<file path="config.mk">
export PLATFORM = sky130hd
export DESIGN_NAME = bcp_imply_arb
export DESIGN_NICKNAME = d
export VERILOG_FILES = /design/src/rtl/bcp_pkg.sv /design/src/rtl/bcp_imply_arb_rr_arb.sv /design/src/rtl/bcp_imply_arb.sv
export SDC_FILE = /design/constraint.sdc
export NUM_CORES = 1
export LEC_CHECK = 0
export CORE_MARGIN = 3
export CORE_UTILIZATION = 44
export DETAILED_ROUTE_END_ITERATION = 6
export GPL_TIMING_DRIVEN = 1
export HOLD_SLACK_MARGIN = 0.15
export PLACE_DENSITY = 0.76
export SYNTH_ARGS = -nofsm -noshare
export SYNTH_HDL_FRONTEND = slang
export SYNTH_SLANG_ARGS = --single-unit
</file>
<file path="constraint.sdc">
create_clock -name clk -period 3.2 [get_ports clk]
set_input_delay 0.32 -clock clk [delete_from_list [all_inputs] [get_ports clk]]
set_output_delay 0.32 -clock clk [all_outputs]
set_load 0.05 [all_outputs]
</file>
<file path="src/rtl/bcp_pkg.sv">
// Shared types for the BCP implication arbiter: literal type, arbiter state
// encoding, default sizing and literal negation helper.
package bcp_pkg;

  localparam int LIT_W          = 16;
  localparam int NUM_PE_DEF     = 4;
  localparam int HIST_DEPTH_DEF = 8;

  // Signed literal; the sign is the polarity, value 0 is reserved.
  typedef logic signed [LIT_W-1:0] lit_t;

  typedef enum logic [0:0] {
    ARB_RUN      = 1'b0,
    ARB_CONFLICT = 1'b1
  } arb_state_t;

  // Complement of a literal (opposite polarity of the same variable).
  function automatic lit_t lit_neg(input lit_t l);
    return -l;
  endfunction

endpackage

</file>
<file path="src/rtl/bcp_imply_arb_rr_arb.sv">
// Round-robin arbiter: picks the first request at or above rr_ptr_i,
// wrapping modulo NUM_PE. Purely combinational.
module rr_arb #(
  parameter int NUM_PE = 4,
  parameter int PTR_W  = (NUM_PE > 1) ? $clog2(NUM_PE) : 1
) (
  input  logic [NUM_PE-1:0] req_i,
  input  logic [PTR_W-1:0]  rr_ptr_i,
  output logic [NUM_PE-1:0] grant_o,
  output logic [PTR_W-1:0]  grant_idx_o,
  output logic              grant_vld_o
);

  // Scan from the pointer upward and take the first requester found.
  always_comb begin
    int sum;
    int idx;
    grant_o     = '0;
    grant_idx_o = '0;
    grant_vld_o = 1'b0;
    sum         = 0;
    idx         = 0;
    for (int k = 0; k < NUM_PE; k++) begin
      sum = int'(rr_ptr_i) + k;
      idx = (sum >= NUM_PE) ? (sum - NUM_PE) : sum;
      if (!grant_vld_o && req_i[idx]) begin
        grant_vld_o  = 1'b1;
        grant_o[idx] = 1'b1;
        grant_idx_o  = PTR_W'(idx);
      end else begin
        grant_vld_o = grant_vld_o;
      end
    end
  end

endmodule

</file>
<file path="src/rtl/bcp_imply_arb.sv">
// BCP implication arbiter: one capture slot per PE, round-robin
// serialisation into the UCQ, per-PE halt backpressure and a sticky global
// conflict held until the solver clears it.
// Optional feature: define BCP_ARB_DEDUP_EN to add a pushed-literal history
// that drops duplicate implications and flags complementary ones as conflicts.
module bcp_imply_arb
  import bcp_pkg::*;
#(
  parameter int NUM_PE     = NUM_PE_DEF
`ifdef BCP_ARB_DEDUP_EN
  ,
  parameter int HIST_DEPTH = HIST_DEPTH_DEF
`endif
) (
  input  logic              clk,
  input  logic              rst_n,
  input  logic [NUM_PE-1:0] pe_imply_valid,
  input  lit_t [NUM_PE-1:0] pe_imply_lit,
  input  logic [NUM_PE-1:0] pe_conflict,
  output logic [NUM_PE-1:0] pe_halt,
  input  logic              ucq_full,
  output logic              ucq_push,
  output lit_t              ucq_lit,
  input  logic              conflict_clr,
  output logic              conflict_out,
  output logic              busy
);

  localparam int PTR_W = (NUM_PE > 1) ? $clog2(NUM_PE) : 1;

  arb_state_t        state_q, state_d;
  logic [NUM_PE-1:0] slot_vld_q, slot_vld_d;
  lit_t [NUM_PE-1:0] slot_lit_q, slot_lit_d;
  logic [PTR_W-1:0]  rr_ptr_q, rr_ptr_d;
  logic              conflict_out_q;

  logic [NUM_PE-1:0] req_s;
  logic [NUM_PE-1:0] grant_s;
  logic [PTR_W-1:0]  grant_idx_s;
  logic              grant_vld_s;
  lit_t              grant_lit_s;
  logic              dup_hit_s;
  logic              neg_hit_s;
  logic              conflict_det_s;
  logic              push_s;

  // Arbitration only runs while the UCQ can take a literal.
  assign req_s = ((state_q == ARB_RUN) && !ucq_full) ? slot_vld_q : '0;

  rr_arb #(
    .NUM_PE (NUM_PE),
    .PTR_W  (PTR_W)
  ) u_rr_arb (
    .req_i       (req_s),
    .rr_ptr_i    (rr_ptr_q),
    .grant_o     (grant_s),
    .grant_idx_o (grant_idx_s),
    .grant_vld_o (grant_vld_s)
  );

  assign grant_lit_s = slot_lit_q[grant_idx_s];

`ifdef BCP_ARB_DEDUP_EN
  lit_t [HIST_DEPTH-1:0] hist_lit_q;
  logic [HIST_DEPTH-1:0] hist_vld_q;

  // Match the granted literal (and its complement) against live history.
  always_comb begin
    dup_hit_s = 1'b0;
    neg_hit_s = 1'b0;
    for (int h = 0; h < HIST_DEPTH; h++) begin
      dup_hit_s = dup_hit_s | (hist_vld_q[h] && (hist_lit_q[h] == grant_lit_s));
      neg_hit_s = neg_hit_s | (hist_vld_q[h] && (hist_lit_q[h] == lit_neg(grant_lit_s)));
    end
    dup_hit_s = dup_hit_s & grant_vld_s;
    neg_hit_s = neg_hit_s & grant_vld_s;
  end

  // History shift register: newest push enters at index 0, oldest falls out.
  always_ff @(posedge clk) begin
    if (rst_n) begin
      hist_lit_q <= '0;
      hist_vld_q <= '0;
    end else if ((state_q == ARB_CONFLICT) || conflict_det_s) begin
      hist_lit_q <= '0;
      hist_vld_q <= '0;
    end else if (push_s) begin
      hist_lit_q <= {hist_lit_q[HIST_DEPTH-2:0], grant_lit_s};
      hist_vld_q <= {hist_vld_q[HIST_DEPTH-2:0], 1'b1};
    end
  end
`else
  assign dup_hit_s = 1'b0;
  assign neg_hit_s = 1'b0;
`endif

  // A conflict (PE-reported or complementary literal) suppresses the push.
  assign conflict_det_s = (state_q == ARB_RUN) && ((|pe_conflict) || neg_hit_s);
  assign push_s         = grant_vld_s && (grant_lit_s != '0) && !dup_hit_s && !conflict_det_s;

  assign ucq_push     = push_s;
  assign ucq_lit      = push_s ? grant_lit_s : '0;
  assign pe_halt      = (slot_vld_q & ~grant_s) | {NUM_PE{state_q == ARB_CONFLICT}};
  assign busy         = |slot_vld_q;
  assign conflict_out = conflict_out_q;

  // Next-state: slot capture/release, pointer advance and conflict handling.
  always_comb begin
    state_d    = state_q;
    slot_vld_d = slot_vld_q;
    slot_lit_d = slot_lit_q;
    rr_ptr_d   = rr_ptr_q;
    case (state_q)
      ARB_RUN: begin
        if (conflict_det_s) begin
          state_d    = ARB_CONFLICT;
          slot_vld_d = '0;
          slot_lit_d = '0;
        end else begin
          if (grant_vld_s) begin
            rr_ptr_d = (grant_idx_s == PTR_W'(NUM_PE - 1)) ? '0 : (grant_idx_s + PTR_W'(1));
          end else begin
            rr_ptr_d = rr_ptr_q;
          end
          for (int i = 0; i < NUM_PE; i++) begin
            if (pe_imply_valid[i] && (!slot_vld_q[i] || grant_s[i])) begin
              slot_vld_d[i] = 1'b1;
              slot_lit_d[i] = pe_imply_lit[i];
            end else if (grant_s[i]) begin
              slot_vld_d[i] = 1'b0;
              slot_lit_d[i] = '0;
            end else begin
              slot_vld_d[i] = slot_vld_q[i];
            end
          end
        end
      end
      ARB_CONFLICT: begin
        slot_vld_d = '0;
        slot_lit_d = '0;
        state_d    = conflict_clr ? ARB_RUN : ARB_CONFLICT;
      end
      default: begin
        state_d    = ARB_RUN;
        slot_vld_d = '0;
        slot_lit_d = '0;
      end
    endcase
  end

  // State, slot and pointer registers with synchronous reset.
  always_ff @(posedge clk) begin
    if (rst_n) begin
      state_q        <= ARB_RUN;
      slot_vld_q     <= '0;
      slot_lit_q     <= '0;
      rr_ptr_q       <= '0;
      conflict_out_q <= 1'b0;
    end else begin
      state_q        <= state_d;
      slot_vld_q     <= slot_vld_d;
      slot_lit_q     <= slot_lit_d;
      rr_ptr_q       <= rr_ptr_d;
      conflict_out_q <= (state_d == ARB_CONFLICT);
    end
  end

endmodule

</file>
==> reports/metrics.cfg <==
[layout]
diodes = 0
n_fill_cell = 626
drive_gt1_frac = 0.263
multi_input_area_mm2 = 0.00246
final_common_cell = clkdlybuf4s50_1
final_cell_area_mm2 = 0.00556
final_cell_mix = 77 x clkdlybuf4s50_1, 70 x dfxtp_1, 37 x buf_4, 29 x a22o_1, 25 x inv_1
syn2layout_area_growth_pct = 46.4
nNetsFinal = 579
seq_area_mm2 = 0.00142
final_core_util = 0.670

[sta]
rsz0062_at_grt = false
fin_skew_ps = 10.4
relSlewSlack = 0.567
tightestPinTransition_ps = 648
report.final.slew_viol_count = 0
hold_viol_final = 0
tns_ps = 0
period_minus_slack_ps = 3110
hold_ws_ps = 502
finalSetupViolations = 0
finalCritPeriodShare = 0.972
fmax_mhz = 321

[run_status]
status = complete, no violations

[floorplanning]
die_w_um = 98.9
io_pins = 99
die_h_um = 98.9
core.rowCount = 33
die_area_mm2 = 0.00978
coreArea_mm2 = 0.00830
start_util = 0.458

[detailed_routing]
first_pass_iters = 7
drc = 0
wl_per_cell_um = 19.6
ant_nets = 0
via_per_inst = 6.04
drt_iter0_markers = 171
dr_total_vias = 3662
wl_um = 11900

[cts]
path_clk_slew_ps = 80
ctsHtreeMaxLevel = 3
numClockSinks = 71
hold_buffers = 0
cts_tree = built
cts_root_buf = clkbuf_8
clockBufferDepth = 2
clkLatencyLatePin_ps = 350
cts_buffers = 9

[synthesis]
synth_fp_nets = 477
synth-seq-cells = 71
ys.flop_type = dfxtp_1
synth_async_sr_flop_share = 0
syn-cell-area_mm2 = 0.00380
yosys_warnings = 0
synth_cells = 394
synth.distinct_cells = 53
synth_seq_area_share = 0.374
syn_avg_cell_area_um2 = 9.64
synth_edf_count = 0

[place]
detailed_place.area_mm2 = 0.00521
hpwlAfterDp_um = 8850
io_buffers = 98
gp_congestion = 0.977

[global_routing]
grt_util_all_layers = 0.235
grt_pass1_wl_um = 18400
first_global_vias = 3596
antenna_found_initial = 0
grt_max_degree = 37
grt-ovfl-total = 0

[worst_setup_path]
crit_family = buffers and inverters
path_class = register to primary output
critPathArrivalTime_ps = 2790
r2r_start = rr_ptr_q[1]
cp-end-kind = primary output
cp_slowest_cell = dfxtp_1
cp-start-kind = register
required_ps = 2880
startpoint = slot_vld_q[3]
cp_num_buf_inv = 3
slowest_delay_ps = 600
cp_cell_sequence = inv_1, a2111oi_4, clkbuf_16, mux2i_1, o22ai_2, buf_4
worstPathMaxFanout = 18

[worst_hold_path]
hp-class = register to register
min_from = slot_lit_q[34]

[power_and_ir_drop]
p_leak_nw = 1.85
seqPwrFrac = 0.467
clockPowerShare = 0.430
ir_worst_vdd_uv = 283
swShare = 0.224
power_density_mw_per_mm2 = 345
p_int_w = 0.00149
p_comb_frac = 0.103
p_sw_w = 0.000429

[run]
cap_violations = 0

==> worst reg2reg max path, cell delays in order (launching register included) <==
cell	delay [ps]
dfxtp_1	330
buf_4	210
or3b_2	460
o22ai_1	210
buf_4	180
mux2_2	360
or4_1	530
buf_4	230
o22ai_1	200
==> power groups by stage <==
| stage | clock [W] | combinational [W] | sequential (W) |
|---|---|---|---|
| 2_1_floorplan | 0 | 0.0000574 | 0.000915 |
| 3_5_place_dp | 0 | 0.000193 | 0.000915 |
| 5_1_grt | 0.000865 | 0.000208 | 0.000895 |
| 6_report | 0.000825 | 0.000197 | 0.000895 |
| 4_1_cts | 0.000830 | 0.000195 | 0.000894 |
| 3_3_place_gp | 0 | 0.000192 | 0.000915 |
==> registers in the layout (all words and copies together), names as in the netlist <==
register	flops
slot_lit_q	64
rr_ptr_q	2
slot_vld_q	4
conflict_out	1
==> cell families (layout without fill, tap and decap cells) <==
group / after synthesis / count (layout) / synth area share
and+or+nand+nor: 101 / 101 / 0.173
AOI/OAI and AO/OA: 115 / 115 / 0.245
buffers and inverters: 57 / 164 / 0.0665
adders and majority gates: 7 / 7 / 0.0231
muxes: 43 / 43 / 0.118
DFF: 71 / 71 / 0.374
==> stage by stage <==
step,power (W),cells,worst slack [ps]
2_1_floorplan,0.000972,394,12.3
3_3_place_gp,0.00111,588,251
3_5_place_dp,0.00111,588,212
4_1_cts,0.00192,605,52.5
5_1_grt,0.00197,606,34.9
6_report,0.00192,606,88.7
==> synth_stat cells (4+ instances only) <==
cell       count  area, µm²
a32o_1        12        120
nor2_1         5       18.8
o21ai_0        6       30.0
nand2_1        7       26.3
a22o_1        29        254
o22ai_2       10        125
nand3_1       25        125
o2bb2ai_1      7       61.3
mux2_2         5       56.3
dfxtp_1       71       1420
a21oi_1        9       45.0
mux2i_1       37        370
nor4_1        22        138
or2_2          4       25.0
ha_1           7       87.6
o22ai_1       24        150
buf_2         13       65.1
and3_1         8       50.1
clkbuf_1      13       48.8
nand4_1        5       31.3
inv_1         25       93.8
==> metal layers <==
metal	routed length, µm	GRT usage	vias to the layer above
li1	-	-	1735
met1	5460	0.329	1754
met2	5440	0.363	153
met3	794	0.0488	20
met4	186	0.0725	0
met5	0	0	-
==> path summary, 6_finish.rpt <==
path | end | slack (ps) | depth (start not counted)
setup / recovery | ucq_lit[3] | 90 | 6
hold / removal | slot_lit_q[34] | 500 | 1
setup reg to reg | slot_lit_q[0] | 420 | 8
hold reg to reg | slot_lit_q[34] | 500 | 1
==> timing repair <==
action / 4_1_cts / 5_1_grt
hold endpoints to repair: 0 / 0
gates cloned: 0 / 1
pin swaps: 2 / 1
buffers inserted: 1 / 0
endpoints found under the setup margin: 19 / 17
resized for setup: 4 / 20
==> cell type report <==
type,count,share of cell area
clock buffers,11,0.0272
well taps,105,0.0236
multi-input cells,266,0.442
inverters,25,0.0169
repair buffers,123,0.220
clock inverters,5,0.0144
flip-flops and latches,71,0.256
Power figures use the tool's default switching activity.
